[src/rtl/garnet_param.sv]
// Shared GLB config-bus types, address-map constants and the AXI-Lite address decoder.
package garnet_param;

  localparam int unsigned CFG_ADDR_WIDTH = 13;
  localparam int unsigned CFG_TILE_WIDTH = 4;
  localparam int unsigned CFG_SPACE_BIT  = 12;
  localparam int unsigned CFG_TILE_LSB   = 8;
  localparam int unsigned CFG_REG_LSB    = 2;
  localparam int unsigned CFG_REG_WIDTH  = 6;

  typedef enum logic [1:0] {
    AXIL_OKAY   = 2'b00,
    AXIL_SLVERR = 2'b10
  } axil_resp_t;

  typedef enum logic [2:0] {
    ST_IDLE,
    ST_WR_ISSUE,
    ST_WR_RESP,
    ST_RD_ISSUE,
    ST_RD_WAIT,
    ST_RD_RESP
  } glb_axil_state_e;

  typedef struct packed {
    logic                      err;
    logic [CFG_TILE_WIDTH-1:0] tile;
    logic [CFG_REG_WIDTH-1:0]  reg_idx;
  } glb_cfg_dec_t;

  // Word-aligned addresses below the upper half map to {tile, register}; anything else errors.
  function automatic glb_cfg_dec_t glb_cfg_decode(input logic [CFG_ADDR_WIDTH-1:0] addr);
    glb_cfg_dec_t dec;
    dec.err     = addr[CFG_SPACE_BIT] | (addr[1:0] != 2'b00);
    dec.tile    = addr[CFG_TILE_LSB +: CFG_TILE_WIDTH];
    dec.reg_idx = addr[CFG_REG_LSB +: CFG_REG_WIDTH];
    return dec;
  endfunction

endpackage

[src/rtl/glb_axil_cfg_responder.sv]
// AXI4-Lite responder for the host config port: one outstanding transaction,
// each converted into a single-beat strobe on the GLB tile config bus.
// Optional read-return timeout is built when GLB_AXIL_RD_TIMEOUT_EN is defined.
module glb_axil_cfg_responder
  import garnet_param::*;
#(
  parameter int unsigned NUM_GLB_TILES  = 16,
  parameter int unsigned AXI_ADDR_WIDTH = 13,
  parameter int unsigned AXI_DATA_WIDTH = 32,
  parameter int unsigned RD_TIMEOUT     = 255
) (
  input  logic                          clk,
  input  logic                          rst_n,
  input  logic                          awvalid,
  output logic                          awready,
  input  logic [AXI_ADDR_WIDTH-1:0]     awaddr,
  input  logic                          wvalid,
  output logic                          wready,
  input  logic [AXI_DATA_WIDTH-1:0]     wdata,
  input  logic [AXI_DATA_WIDTH/8-1:0]   wstrb,
  output logic                          bvalid,
  input  logic                          bready,
  output logic [1:0]                    bresp,
  input  logic                          arvalid,
  output logic                          arready,
  input  logic [AXI_ADDR_WIDTH-1:0]     araddr,
  output logic                          rvalid,
  input  logic                          rready,
  output logic [AXI_DATA_WIDTH-1:0]     rdata,
  output logic [1:0]                    rresp,
  output logic                          cfg_wr_en,
  output logic                          cfg_rd_en,
  output logic [$clog2(NUM_GLB_TILES)-1:0] cfg_tile_id,
  output logic [5:0]                    cfg_reg_addr,
  output logic [AXI_DATA_WIDTH-1:0]     cfg_wr_data,
  input  logic                          cfg_rd_data_valid,
  input  logic [AXI_DATA_WIDTH-1:0]     cfg_rd_data
);

  localparam int unsigned TILE_W = $clog2(NUM_GLB_TILES);
  localparam int unsigned STRB_W = AXI_DATA_WIDTH / 8;

  glb_axil_state_e             state;
  logic                        aw_held;
  logic                        w_held;
  logic                        prefer_wr;
  logic                        wr_err_q;
  logic                        rd_err_q;
  logic [AXI_ADDR_WIDTH-1:0]   aw_addr_q;
  logic [AXI_DATA_WIDTH-1:0]   w_data_q;
  logic [STRB_W-1:0]           w_strb_q;

  logic                        idle;
  logic                        aw_hs;
  logic                        w_hs;
  logic                        ar_hs;
  logic                        wr_go;
  logic                        wr_err;
  logic [AXI_ADDR_WIDTH-1:0]   aw_addr_eff;
  logic [AXI_DATA_WIDTH-1:0]   w_data_eff;
  logic [STRB_W-1:0]           w_strb_eff;
  glb_cfg_dec_t                wr_dec;
  glb_cfg_dec_t                rd_dec;

`ifdef GLB_AXIL_RD_TIMEOUT_EN
  localparam int unsigned CNT_W = $clog2(RD_TIMEOUT + 1);
  logic [CNT_W-1:0] rd_cnt;
`else
  logic rd_timeout_unused;
  assign rd_timeout_unused = (RD_TIMEOUT == 0);
`endif

  // Readies come straight from state so a contested AR/AW pair is arbitrated in the same cycle;
  // the losing side is held off so only one transaction is ever accepted.
  assign idle    = (state == ST_IDLE);
  assign arready = rst_n && idle && !aw_held && !w_held && !(awvalid && prefer_wr);
  assign ar_hs   = arvalid && arready;
  assign awready = rst_n && idle && !aw_held && !ar_hs;
  assign wready  = rst_n && idle && !w_held && !ar_hs;
  assign aw_hs   = awvalid && awready;
  assign w_hs    = wvalid && wready;

  // Merge freshly handshaken and previously held write halves, then decode.
  always_comb begin
    aw_addr_eff = aw_held ? aw_addr_q : awaddr;
    w_data_eff  = w_held  ? w_data_q  : wdata;
    w_strb_eff  = w_held  ? w_strb_q  : wstrb;
    wr_go       = idle && (aw_held || aw_hs) && (w_held || w_hs);
    wr_dec      = glb_cfg_decode(CFG_ADDR_WIDTH'(aw_addr_eff));
    rd_dec      = glb_cfg_decode(CFG_ADDR_WIDTH'(araddr));
    wr_err      = wr_dec.err || (w_strb_eff != {STRB_W{1'b1}});
  end

  // Transaction FSM with capture registers and registered response/config outputs.
  always_ff @(posedge clk) begin
    if (!rst_n) begin
      state        <= ST_IDLE;
      aw_held      <= 1'b0;
      w_held       <= 1'b0;
      prefer_wr    <= 1'b1;
      wr_err_q     <= 1'b0;
      rd_err_q     <= 1'b0;
      aw_addr_q    <= '0;
      w_data_q     <= '0;
      w_strb_q     <= '0;
      bvalid       <= 1'b0;
      bresp        <= 2'b00;
      rvalid       <= 1'b0;
      rresp        <= 2'b00;
      rdata        <= '0;
      cfg_wr_en    <= 1'b0;
      cfg_rd_en    <= 1'b0;
      cfg_tile_id  <= '0;
      cfg_reg_addr <= '0;
      cfg_wr_data  <= '0;
`ifdef GLB_AXIL_RD_TIMEOUT_EN
      rd_cnt       <= '0;
`endif
    end else begin
      cfg_wr_en <= 1'b0;
      cfg_rd_en <= 1'b0;
      unique case (state)
        ST_IDLE: begin
          if (awvalid && arvalid && !aw_held && !w_held) begin
            prefer_wr <= !prefer_wr;
          end
          if (wr_go) begin
            aw_held  <= 1'b0;
            w_held   <= 1'b0;
            wr_err_q <= wr_err;
            state    <= ST_WR_ISSUE;
            if (!wr_err) begin
              cfg_wr_en    <= 1'b1;
              cfg_tile_id  <= TILE_W'(wr_dec.tile);
              cfg_reg_addr <= wr_dec.reg_idx;
              cfg_wr_data  <= w_data_eff;
            end
          end else begin
            if (aw_hs) begin
              aw_held   <= 1'b1;
              aw_addr_q <= awaddr;
            end
            if (w_hs) begin
              w_held   <= 1'b1;
              w_data_q <= wdata;
              w_strb_q <= wstrb;
            end
          end
          if (ar_hs) begin
            rd_err_q <= rd_dec.err;
            state    <= ST_RD_ISSUE;
            if (!rd_dec.err) begin
              cfg_rd_en    <= 1'b1;
              cfg_tile_id  <= TILE_W'(rd_dec.tile);
              cfg_reg_addr <= rd_dec.reg_idx;
            end
          end
        end
        ST_WR_ISSUE: begin
          bvalid <= 1'b1;
          bresp  <= wr_err_q ? AXIL_SLVERR : AXIL_OKAY;
          state  <= ST_WR_RESP;
        end
        ST_WR_RESP: begin
          if (bready) begin
            bvalid <= 1'b0;
            state  <= ST_IDLE;
          end
        end
        ST_RD_ISSUE: begin
          if (rd_err_q) begin
            rvalid <= 1'b1;
            rresp  <= AXIL_SLVERR;
            rdata  <= '0;
            state  <= ST_RD_RESP;
          end else begin
            state  <= ST_RD_WAIT;
`ifdef GLB_AXIL_RD_TIMEOUT_EN
            rd_cnt <= '0;
`endif
          end
        end
        ST_RD_WAIT: begin
          if (cfg_rd_data_valid) begin
            rvalid <= 1'b1;
            rresp  <= AXIL_OKAY;
            rdata  <= cfg_rd_data;
            state  <= ST_RD_RESP;
          end
`ifdef GLB_AXIL_RD_TIMEOUT_EN
          else if (rd_cnt == CNT_W'(RD_TIMEOUT - 1)) begin
            rvalid <= 1'b1;
            rresp  <= AXIL_SLVERR;
            rdata  <= AXI_DATA_WIDTH'(32'hDEAD_BEEF);
            state  <= ST_RD_RESP;
          end else begin
            rd_cnt <= rd_cnt + CNT_W'(1);
          end
`endif
        end
        ST_RD_RESP: begin
          if (rready) begin
            rvalid <= 1'b0;
            state  <= ST_IDLE;
          end
        end
        default: state <= ST_IDLE;
      endcase
    end
  end

endmodule
[config.mk]
export PLATFORM = sky130hd
export DESIGN_NAME = glb_axil_cfg_responder
export DESIGN_NICKNAME = d
export VERILOG_FILES = /design/src/rtl/garnet_param.sv /design/src/rtl/glb_axil_cfg_responder.sv
export SDC_FILE = /design/constraint.sdc
export NUM_CORES = 1
export LEC_CHECK = 0
export CORE_MARGIN = 1
export CORE_UTILIZATION = 44
export DETAILED_ROUTE_END_ITERATION = 7
export PLACE_DENSITY = 0.77
export SYNTH_ARGS = -nofsm -noshare
export SYNTH_HDL_FRONTEND = slang
export SYNTH_SLANG_ARGS = --single-unit
[constraint.sdc]
create_clock -name clk -period 4.4 [get_ports clk]
set_input_delay 0.88 -clock clk [delete_from_list [all_inputs] [get_ports clk]]
set_output_delay 0.88 -clock clk [all_outputs]
set_load 0.005 [all_outputs]
== Word level (Yosys, flattened, before mapping) ==
Cells that the tools add are included.

* Flip-flop bits (word level): 139
* Word-level logic and storage cells: 117

* Equality and inequality tests: 11
* Multiplexer cells: 37
* Bitwise gates (word level): 4
* Reduce and logical (&&, ||, !) cells: 46

{| class="wikitable"
|+ Operator list
! kind !! number
|-
| 32-bit two-way mux || 3
|-
| 32-bit case mux with 2 select lines || 1
|-
| 6-bit two-way mux || 4
|-
| 4-bit two-way mux || 5
|-
| 3-bit case mux with 6 select lines || 1
|-
| 3-bit AND reduction || 6
|-
| 1-bit logical AND || 16
|-
| 3-bit two-way mux || 5
|-
| 13-bit two-way mux || 1
|-
| 2-bit AND reduction || 6
|-
| 2-bit nonzero test || 6
|-
| 1-bit two-way mux || 11
|-
| 2-bit != test (second input constant) || 4
|-
| 4-bit AND reduction || 2
|-
| 3-bit by 2-bit equality test with 1-bit output (second input constant) || 2
|-
| 3-bit equality test (second input constant) || 2
|-
| 2-bit two-way mux || 3
|-
| 1-bit zero test || 5
|-
| 4-bit != test (second input constant) || 1
|-
| 2-bit case mux with 2 select lines || 1
|-
| 3-bit by 1-bit equality test with 1-bit output (second input constant) || 1
|-
| 3-bit zero test || 1
|-
| 1-bit logical OR || 3
|-
| 3-bit by 1-bit != test with 1-bit output (second input constant) || 1
|-
| other kinds (5) || 7
|}

== Depth between registers and ports, before layout ==
Gate-level depths: netlist (run 1).

* Depth after elaboration: 15
* Mapped depth: 8
* Depth with buffers taken out: 5

== Worst setup path after synthesis (run 1) ==
No wires, ideal clock.

* Path type: input to output
* From: input port rst_n
* To: output port arready
* Arrival: 1.955 ns
* Setup slack: 1.565 ns
* Stages on the path: 4
* Buffers on the path: 1
* Path through: or4b_1 > buf_2 > or3_4 > a21oi_1

* Word-level cells in the longest chain between the ends: 4

{| class="wikitable"
|+ Ends and longest elaborated chain
! element !! line !! RTL
|-
| start, declared || glb_axil_cfg_responder.sv:13 || <nowiki>input logic rst_n,</nowiki>
|-
| 1-bit logical AND (4 in a row) || glb_axil_cfg_responder.sv:76 || <nowiki>assign arready = rst_n && idle && !aw_held && !w_held && !(awvalid && prefer_wr);</nowiki>
|-
| end, declared || glb_axil_cfg_responder.sv:25 || <nowiki>output logic arready,</nowiki>
|}

Every way passes these cells.

== Final worst setup path (run 1) ==
Same ends and word-level chain as after synthesis.

==> results of run 1 <==
-- kinds of logic after synthesis --
logic type,synth area share
buffers and inverters,0.0549
multiplexers,0.0960
XOR/XNOR,0.00150
flip-flops,0.470
AND/OR/NAND/NOR,0.199
other,0.000642
AO/OA/AOI/OAI,0.178
-- state kept, by name, indices dropped and copies added (netlist names), 3 cells and up --
name,flops
aw_addr_q,13
cfg_reg_addr,6
cfg_tile_id,4
cfg_wr_data,32
rdata,32
state,3
w_data_q,32
w_strb_q,4
-- layout make-up --
class / count / area [um^2]
well taps: 172 / 215
inverters: 5 / 20.0
clock buffers: 20 / 457
repair buffers: 200 / 1960
fillers: 1041 / 4350
multi-input cells: 479 / 2810
clock inverters: 12 / 220
flip-flops and latches: 137 / 2740
-- Yosys cell counts, drive strengths merged --
master and number:
and3b 1, o221a 1, a21oi 121, nor3b 1
a211o 1, a2bb2oi 1, or4 1, or4b 1
nand3 37, a311oi 2, dfxtp 137, a41oi 1
nor4 3, nand4 1, buf 21, nor2b 1
o21ai 5, clkbuf 44, conb 1, o211ai 10
inv 5, and3 3, nand2b 11, and4 10
a211oi 34, nand2 109, o2bb2ai 1, or3 12
a21o 1, mux2i 56, and2 1, o22ai 1
nor2 30, xnor2 1, nand3b 1, nor3 17
or3b 1
-- per-layer routing --
metal / GRT usage / vias up / part of all wire
met4: 0.111 / 0 / 0.022
met2: 0.447 / 192 / 0.52
li1: - / 2722 / -
met5: 0 / - / 0
met3: 0.0577 / 28 / 0.052
met1: 0.290 / 2672 / 0.40
-- worst max-delay path, cell delays in order --
cell             delay (ps)
clkdlybuf4s50_1         480
or4b_1                  580
or3_4                   420
a21oi_1                 140
clkdlybuf4s50_1         550
-- through the flow --
step,instances,power [mW],worst slack (ps),utilization,hold WS [ps]
after floorplan,686,1.94,1570,-,432
after global placement,993,2.28,487,0.607,438
after detailed placement,993,2.31,481,0.607,446
after CTS,1025,3.94,459,0.660,454
after global routing,1025,4.09,404,0.660,466
final,1025,3.92,464,0.660,454
-- where the power goes --
group          leakage, nW  internal [mW]  switching (mW)
clock network        0.330           1.09           0.526
logic                 1.38          0.435           0.425
registers             1.11           1.34           0.104
-- worst min path at each step --
stage                                          end  slack, ps  depth (start not counted)
after global routing      w_strb_q[3]$_SDFFE_PN0P_        470                          2
final                     w_data_q[8]$_SDFFE_PN0P_        450                          2
after global placement    w_strb_q[3]$_SDFFE_PN0P_        440                          2
after detailed placement  w_data_q[2]$_SDFFE_PN0P_        450                          2
after CTS                 w_data_q[7]$_SDFFE_PN0P_        450                          2
after floorplan           w_strb_q[3]$_SDFFE_PN0P_        430                          2
==> results by group, run 1 <==
Floorplan
  – Core Footprint: 12,800 um^2
  – Initial core utilization: 0.457
  – Die Span X: 117 um
  – Ports: 187
  – DIE AREA: 13,700 um^2
  – Site row count: 41
  – Die Height: 117 um

Power and ir drop
  – Peak supply drop: 0.330 mV
  – Power per cell area: 465 nW/um^2
  – Leak: 2.82 nW

Worst setup path
  – Worst Setup EP: arready
  – WS Path Type: primary input to output pin
  – Crit Reg-Reg Startpoint: aw_held$_SDFFE_PN0P_
  – CP Launch Type: primary input
  – Reg-to-Reg End: cfg_wr_data[15]$_SDFFE_PN0P_
  – Worst Path Required: 3520 ps
  – Worst Setup SP: rst_n
  – R2R cell count: 6
  – Worst setup EP type: output pin
  – Internal reg-to-reg setup slack: 1230 ps
  – Arrival time worst endpoint: 3060 ps
  – CP Max Fanout: 6

STA
  – Slew Limit Fails: 0
  – Unrepaired setup endpoints after global routing: false
  – F_max: 254 MHz
  – Final Hold Vio Count: 0
  – Max-slew headroom: 0.137
  – Setup violations, final: 0
  – Slew @ Worst Pin: 1290 ps
  – Clock Skew: 6.54 ps
  – Setup tns final: 0 ps
  – Tmin final: 3940 ps
  – Final period utilization: 0.895

Cells and area
  – Final nets: 942
  – Area delta synth->final: 44.3%
  – Share of cells above drive strength 1: 0.0657
  – Commonest cells after routing, fill and taps aside: clkdlybuf4s50_1 (184), dfxtp_1 (136), a21oi_1 (120), nand2_1 (109), mux2i_1 (56)
  – Cell area after layout: 8430 um^2
  – Ant. Diodes: 0
  – Most common cell after layout, fill and taps aside: clkdlybuf4s50_1

Clock tree
  – CTS tree: done
  – Clock latency on the worst-skew pair: 420 ps
  – Worst-path clk slew: 60 ps
  – H-tree lvl count: 4
  – TritonCTS Buffers: 17
  – Resized cells post-CTS: 0
  – Clock root buffer: clkbuf_16
  – Post-cts hold buffer count: 0
  – Maximum buffer depth of the clock tree: 2
  – Post-CTS Setup Bufs: 0
  – # clock sinks: 137

Synth
  – Mean Syn Cell Area: 8.52 um^2
  – Yosys reg bits: 137
  – Cell count after synthesis: 685
  – Cell variety after synth: 42
  – Synth warn: 0
  – Post-synthesis cell area: 5840 um^2
  – Post-synth top area share: 0.470
  – Cell taking the most area after synthesis: dfxtp_1
  – Synth area leaders: dfxtp_1 (47%), a21oi_1 (10%), mux2i_1 (9.6%)
  – Register area share after synthesis: 0.470

Global route
  – Congestion Overflow GR: 0
  – First-pass GRT wire length: 26,400 um
  – Overall Global Routing Usage: 0.252
  – Largest net degree at the start of global routing: 72
  – Vias in the first global route: 5,322
  – Initial antenna violation count: 0

Route
  – Drt total wl: 17,300 um
  – Initial DRC Count: 478
  – Drt first pass iters: 5
  – ANT nets after route: 0
  – DRC errors left: 0
  – Mean routed wirelength per cell: 16.9 um
  – Vias per cell: 5.48
  – Vias: 5,614

Outcome
  – Status: finished clean

Worst hold path
  – HP Start: w_data_q[8]$_SDFFE_PN0P_
  – Worst min-delay path class: register to register

Place
  – Port-buffer cells: 184
  – Placed cell areas: 7750 um^2
  – Placer's final routability congestion estimate: 0.848
  – Post-DP HPWL: 11,400 um

Flow run
  – Max-Cap Viols: 0
Note: power is estimated with default switching activity, not from simulation.
==> run 2, diff against run 1 <==
--- a/config.mk
+++ b/config.mk
@@ -7,6 +7,7 @@
 export LEC_CHECK = 0
 export CORE_MARGIN = 1
 export CORE_UTILIZATION = 44
+export CTS_CLUSTER_DIAMETER = 60
 export DETAILED_ROUTE_END_ITERATION = 7
 export PLACE_DENSITY = 0.77
 export SYNTH_ARGS = -nofsm -noshare
==> results of run 2 <==
The final DEF is identical to that of run 1; final timing and power are the same.
